`src/rtl/vector_mem_unit.sv`:
```
// vector_mem_unit: multi-cycle strided vector load/store engine between the
// scalar data RAM port and the vector register file. Loads stage lanes
// internally and publish the whole vector at once. Stores stream the lanes
// captured when the request was accepted.
module vector_mem_unit #(
  parameter int DATA_W = 16,
  parameter int LANES  = 8,
  parameter int ADDR_W = 16
) (
  input  logic                    clk,
  input  logic                    reset,
  input  logic                    start,
  input  logic                    mode,
  input  logic [ADDR_W-1:0]       base_addr,
  input  logic [ADDR_W-1:0]       stride,
  input  logic [LANES*DATA_W-1:0] vec_in,
  input  logic [DATA_W-1:0]       mem_rdata,
  output logic [ADDR_W-1:0]       mem_addr,
  output logic [DATA_W-1:0]       mem_wdata,
  output logic                    mem_wren,
  output logic [LANES*DATA_W-1:0] vec_out,
  output logic                    busy,
  output logic                    done
);

  localparam int KW = (LANES > 1) ? $clog2(LANES) : 1;

  typedef enum logic [2:0] {S_IDLE, S_LD, S_LD_LAST, S_ST, S_DONE} state_e;

  state_e                          state_q, state_d;
  logic [KW-1:0]                   k_q, k_d;
  logic [ADDR_W-1:0]               addr_q, addr_d;
  logic [ADDR_W-1:0]               stride_q, stride_d;
  logic [LANES-1:0][DATA_W-1:0]    vec_q, vec_d;
  logic [LANES-1:0][DATA_W-1:0]    stage_q, stage_d;
  logic [LANES-1:0][DATA_W-1:0]    vout_q, vout_d;
  logic                            k_last;

  assign k_last = (k_q == KW'(LANES-1));

  // Next-state logic: lane counter, address accumulator, staging and result.
  // The load/store choice is carried by the state itself, so mode needs no
  // separate register once accepted.
  always_comb begin
    state_d  = state_q;
    k_d      = k_q;
    addr_d   = addr_q;
    stride_d = stride_q;
    vec_d    = vec_q;
    stage_d  = stage_q;
    vout_d   = vout_q;
    case (state_q)
      S_IDLE: begin
        if (start) begin
          stride_d = stride;
          vec_d    = vec_in;
          k_d      = '0;
          addr_d   = base_addr;
          state_d  = mode ? S_ST : S_LD;
        end
      end
      S_LD: begin
        // RAM data lags the address by one cycle, so lane k-1 lands now.
        if (k_q != '0) stage_d[k_q - KW'(1)] = mem_rdata;
        if (k_last) begin
          state_d = S_LD_LAST;
        end else begin
          k_d    = k_q + KW'(1);
          addr_d = addr_q + stride_q;
        end
      end
      S_LD_LAST: begin
        // Last lane arrives; publish the complete vector in one step.
        stage_d[LANES-1] = mem_rdata;
        vout_d           = stage_q;
        vout_d[LANES-1]  = mem_rdata;
        state_d          = S_DONE;
      end
      S_ST: begin
        if (k_last) begin
          state_d = S_DONE;
        end else begin
          k_d    = k_q + KW'(1);
          addr_d = addr_q + stride_q;
        end
      end
      S_DONE:  state_d = S_IDLE;
      default: state_d = S_IDLE;
    endcase
  end

  // State registers; reset aborts any operation and clears the result.
  always_ff @(posedge clk or negedge reset) begin
    if (!reset) begin
      state_q  <= S_IDLE;
      k_q      <= '0;
      addr_q   <= '0;
      stride_q <= '0;
      vec_q    <= '0;
      stage_q  <= '0;
      vout_q   <= '0;
    end else begin
      state_q  <= state_d;
      k_q      <= k_d;
      addr_q   <= addr_d;
      stride_q <= stride_d;
      vec_q    <= vec_d;
      stage_q  <= stage_d;
      vout_q   <= vout_d;
    end
  end

  // Outputs decoded from state; the RAM port is only driven while busy.
  always_comb begin
    busy      = (state_q == S_LD) || (state_q == S_LD_LAST) || (state_q == S_ST);
    done      = (state_q == S_DONE);
    mem_wren  = (state_q == S_ST);
    mem_addr  = busy ? addr_q : '0;
    mem_wdata = (state_q == S_ST) ? vec_q[k_q] : '0;
  end

  assign vec_out = vout_q;

endmodule

```
`config.mk`:
```
export PLATFORM = sky130hd
export DESIGN_NAME = vector_mem_unit
export DESIGN_NICKNAME = d
export VERILOG_FILES = /design/src/rtl/vector_mem_unit.sv
export SDC_FILE = /design/constraint.sdc
export NUM_CORES = 1
export LEC_CHECK = 0
export CORE_MARGIN = 2
export CORE_UTILIZATION = 40
export DETAILED_ROUTE_END_ITERATION = 12
export HOLD_SLACK_MARGIN = 0.06
export PLACE_DENSITY = 0.67
export RECOVER_POWER = 100
export SLEW_MARGIN = 20
export SYNTH_ARGS = -nofsm -noshare
export SYNTH_HDL_FRONTEND = slang
export SYNTH_SLANG_ARGS = --single-unit
export TNS_END_PERCENT = 10
```
`constraint.sdc`:
```
create_clock -name clk -period 2.9 [get_ports clk]
set_clock_uncertainty 0.2 [all_clocks]
set_input_delay 0.435 -clock clk [delete_from_list [all_inputs] [get_ports clk]]
set_output_delay 0.435 -clock clk [all_outputs]
set_load 0.02 [all_outputs]
```
After elaboration in Yosys (flattened, before gate mapping)
Cells that the tools add are included.

Input port bits: 180. Flip-flop bits (word level): 422. Output and inout port bits: 163.

Reduce and logical (&&, ||, !) cells: 13. Equal/unequal tests: 10. $lt $le $gt $ge: 3. $add $sub $neg: 3. Multiplexer cells: 20.

Operator list (number): $bwmux 128 (1); $mux 128 (1); $mux 16 (6); $pmux 16 s2 (2); $bmux 16 s3 (1); $demux 16 s3 (1); $add 16x16->16 (1); $mux 3 (5); $pmux 3 s4 (1); $lt 3x4->1 const B (2); $ne 2x2->1 const B (4); $eq 3x2->1 const B (2); $eq 3x3->1 const B (2); $pmux 3 s2 (1); $reduce_and 2->1 (3); $reduce_and 3->1 (2); $reduce_bool 2->1 (2); $add 3x1->3 const B (1); $eq 3x1->1 const B (1); $ge 3x1->1 const B (1); $logic_not 3->1 (1); $reduce_bool 3->1 (1); $sub 3x1->3 const B (1); $logic_or 1x1->1 (2); 4 further kinds (4).

Logic depth before layout (Yosys ltp)
Word-level depth: 8. Gate-level depth with buffers: 11. Gate-level depth less buffers: 9.

Least setup slack after synthesis
Ideal clock, no wire load.

Path kind: flip-flop to flip-flop. From: register k_q[1]. To: register stage_q[101] (netlist bit). Buffers on the path: 4. Path slack: 0.084 ns. Arrival time: 2.491 ns. Stages on the path, launching flop included: 12. Cells stage by stage: dfrtp_1 -> clkbuf_1 -> clkbuf_1 -> inv_1 -> ha_1 -> nor2b_1 -> nor3_4 -> nand2_1 -> or3_1 -> buf_2 -> buf_6 -> mux2_4.

Longest elaborated chain between the ends: 6. Elaborated cells between the ends (all ways): 9. Those cells by class: add/sub (1); order compare (2); mux (3); reduce/logical (3).

RTL lines: start: declaration (line 31) `logic [KW-1:0] k_q, k_d;`; start signal: assignment (line 104) `k_q <= k_d;`; $sub 3x1->3 (line 64) `if (k_q != '0) stage_d[k_q - KW'(1)] = mem_rdata;`; $lt 3x4->1 (implied by the code) or $ge 3x1->1 (tied branches) (line 64); $logic_and 1x1->1 (implied by the code) (line 64); $mux 16 (implied by the code) (line 64); $demux 16 s3 (line 64); $bwmux 128 (line 64); end signal: assignment (line 108) `stage_q <= stage_d;`; end: declaration (line 35) `logic [LANES-1:0][DATA_W-1:0] stage_q, stage_d;`.

Parallel ways exist; a longest one is shown, timed or not. A chain may end at the register's enable or synchronous reset.

Worst setup path after layout
From: register k_q[0]. To: output mem_wdata[9].

Longest elaborated chain between the ends: 3.

RTL lines: $bmux 16 s3 (line 119) `mem_wdata = (state_q == S_ST) ? vec_q[k_q] : '0;`; $mux 16 (implied by the code) (line 119); $mux 16 (line 119); end: declaration (line 19) `output logic [DATA_W-1:0] mem_wdata,`.

No other way between the ends. The select of a mux whose other input is x is not followed.

==> impl_results.md <==
* Status: complete, but fails checks
* Violated checks: capacitance limit, slew limit, setup timing
* Number of register bits inferred by synthesis at around 410
* H-tree level count at 2
* Maximum vdd drop at between 0.0005 and 0.0006 V
* Last weighted congestion value of the routability-driven placer at about 0.8
* Ys flop type: dfrtp_1
* Number of endpoints with negative hold slack in the final report at 0
* Detail Placement HPWL at 32100 µm
* Wire length per cell after detailed routing at 21.4 µm
* Most frequent cells after synthesis: dfrtp_1, mux2_2, nor2_1
* Worst setup EP type: output pin
* Simple-gate portion of the synthesized area at 0.0323
* Sequential-to-total area share from yosys stat at 0.595
* Async set or reset register ratio after synthesis at 1.00
* Syn. warnings at 0
* Number of max-cap violations at 1
* Cell types with the largest area share after synthesis: dfrtp_1, mux2_2, mux4_2
* Maximum achievable frequency at 344 MHz
* Fraction of the mapped netlist area in adder cells at 0.0151
* Floorplan die width at roughly 210 µm
* Worst setup slack after layout at -0.00785 ns
* TritonRoute pass-1 iters at 4
* PwrDens at about 1300 nW/µm²
* Path class of the lowest-slack min-delay path: in2reg
* Final worst path period need at just under 3 ns
* # setup viols final at 2
* Synth top area share at 0.595
* Largest buffer count on any clock path at 3
* Count of boundary I/O pins at ~340
* Critical path peak fanout at 7
* Main combinational cell family by area after synthesis: multiplexers
* Global-route wire length before repair at 68700 µm
* Pin count of the biggest net entering global routing at 72
* Placeable core area at between 40000 and 50000 µm²
* Fraction of synthesized cell area in xor and xnor cells at 0.00770
* Post-layout total power at 29.5 mW
* CTS root buf: clkbuf_16
* Total global-route track usage at 0.206
* Worst Path Required at between 2 and 2.5 ns
* Worst Path Class, Setup: reg2out
* Average cell area after synthesis at around 15 µm²
* Cell with the most instances after synthesis: dfrtp_1
* Worst setup slack after placement at -0.0329 ns
* Port Buf Inserts at roughly 340
* Number of antenna violations at the first check in global routing at 9
* Leftover overflow at the end of global routing at 0
* Total number of vias at about 11000
* RSZ-0062 raised after global routing: yes
* Area Growth Syn to Fin at 35.3%
* Number of violations reported at the end of detailed-routing iteration 0 at a little over 400
* Via count of the first global-routing pass at between 10000 and 15000
* Clock tree from TritonCTS: done
* Inserted Clock Buffers at between 40 and 50
* # fillers at 3482
* Slew Limit Fails at approximately 70
* Cell area after synthesis at around 17000 µm²
* Number of nets in the final layout at 1700
* Share of the synthesized area in compound gates (AO/OA/AOI/OAI) at 0.0221
* Number of sinks on the clock net at roughly 410
* Vias/cell at approximately 5.1
* Die Y at 211 µm
* Share of final-layout standard cells stronger than drive strength 1 at 0.373
* Pin slew with the least headroom to its limit at between 1.5 and 2 ns
* Insertion delay of the later-clocked pin in the worst-skew pair at 0.57 ns
* Post-synthesis cell type with the largest combined area: dfrtp_1
* Worst rel slew slack at -0.318
* Multiplexer fraction of the synthesized cell area at 0.310
* DR DRC count at 0
* Pleak at 9.74 nW
* Tcrit/Tclk final at 1.00
* Post-detailed-routing wire length at between 40000 and 50000 µm
* WP data arrival at 2.27 ns
* Number of standard cells after synthesis at 1118
* Clock input transition at the sequential cells of the worst setup and hold paths at roughly 0.06 ns
* Overall die area at 44300 µm²
* Number of nets with antenna violations after routing at 0
* Number of placement rows at 75
* Mapped Nets at ~1300
* Initial Utilization at 0.406
* Distinct cell type count after synthesis at between 40 and 50
* Startpoint class of the critical path: register
* Number of flops mapped to enable cells by yosys at 0
==> placed cells by master, fill, tap and decap left out, drive strengths merged, types with 7 or more instances in the layout <==
cell             n
mux4            32
clkbuf          64
and2            17
a21oi           25
mux2i           20
nor2            41
clkdlybuf4s50  308
inv              7
xor2            11
dfrtp          406
o21ai           17
clkinv           9
nand2           28
bufinv           7
dlygate4sd2     16
buf             65
mux2           385
ha              19
==> worst max-delay path, cell delays in order, from the launching register on <==
cell and delay, ns:
dfrtp_4 0.50, buf_12 0.15, buf_12 0.14, mux4_2 0.46
mux2i_1 0.22, nor2_1 0.07, buf_2 0.17
==> state kept, by name, summed over array words and instances (netlist names) <==
name      flops
state_q       3
stride_q     16
vec_q       128
vec_out     128
addr_q       16
stage_q     112
k_q           3
==> layer usage <==
layer,global-route usage,share of wire
met1,0.252,0.40
met2,0.342,0.49
met3,0.0660,0.078
met4,0.0724,0.034
met5,0,0.0011
==> through the flow <==
step	hold slack (ns)	instances	TNS (ns)	cell area (µm²)	utilization
floorplan	-0.0606	1118	0	17100	-
global placement	0.276	1987	0	21500	0.512
detailed placement	0.284	1987	-0.0329	21500	0.512
CTS	0.208	2074	-0.561	23100	0.550
global route	0.243	2075	-3.05	23100	0.549
finish	0.244	2078	-0.0127	23100	0.549
==> power breakdown <==
| group | switching, mW | internal [mW] | leakage [nW] | total [mW] |
|---|---|---|---|---|
| sequential | 1.78 | 8.63 | 4.79 | 10.4 |
| clock | 2.34 | 3.77 | 0.786 | 6.10 |
| combinational | 5.91 | 7.11 | 4.16 | 13.0 |
| total | 10.0 | 19.5 | 9.74 | 29.5 |
==> cell families after synthesis <==
family                   count (synthesis)
XOR/XNOR                                15
AO/OA/AOI/OAI                           63
buffers and inverters                   64
adder cells (fa/ha/maj)                 20
flip-flops                             406
AND/OR/NAND/NOR                        113
multiplexers                           437
==> final cells by class <==
cell class                      count  area [µm²]  share of cell area
Tap cell                          539         674              0.0292
Antenna cell                        4        10.0            0.000434
Inverter                            7        26.3             0.00114
Multi-Input combinational cell    648        6640               0.287
Clock inverter                     19         314              0.0136
Sequential cell                   406       10200               0.440
Timing Repair Buffer              393        3960               0.172
Clock buffer                       62        1300              0.0563
==> worst paths after layout <==
check,startpoint,endpoint,slack (ns),depth (start not counted)
worst max register to register,addr_q[0],addr_q[14],0.01,9
worst min register to register,stage_q[32],vec_out[32],0.30,1
max in group asynchronous,reset,vec_q[3],0.31,3
worst min-delay path,base_addr[0],addr_q[0],0.24,3
min in group asynchronous,reset,vec_q[125],0.75,2
worst max-delay path,k_q[0],mem_wdata[9],-0.008,6
==> repair_timing <==
item | in CTS | in global routing
resized for setup | 81 | 15
endpoints found under the setup margin | 35 | 17
buffers inserted | 5 | 0
hold buffers | 1 | 0
cloned | 0 | 0
hold endpoints to repair | 62 | 0
pin swaps | 1 | 1
(Power assumes the default switching activity.)
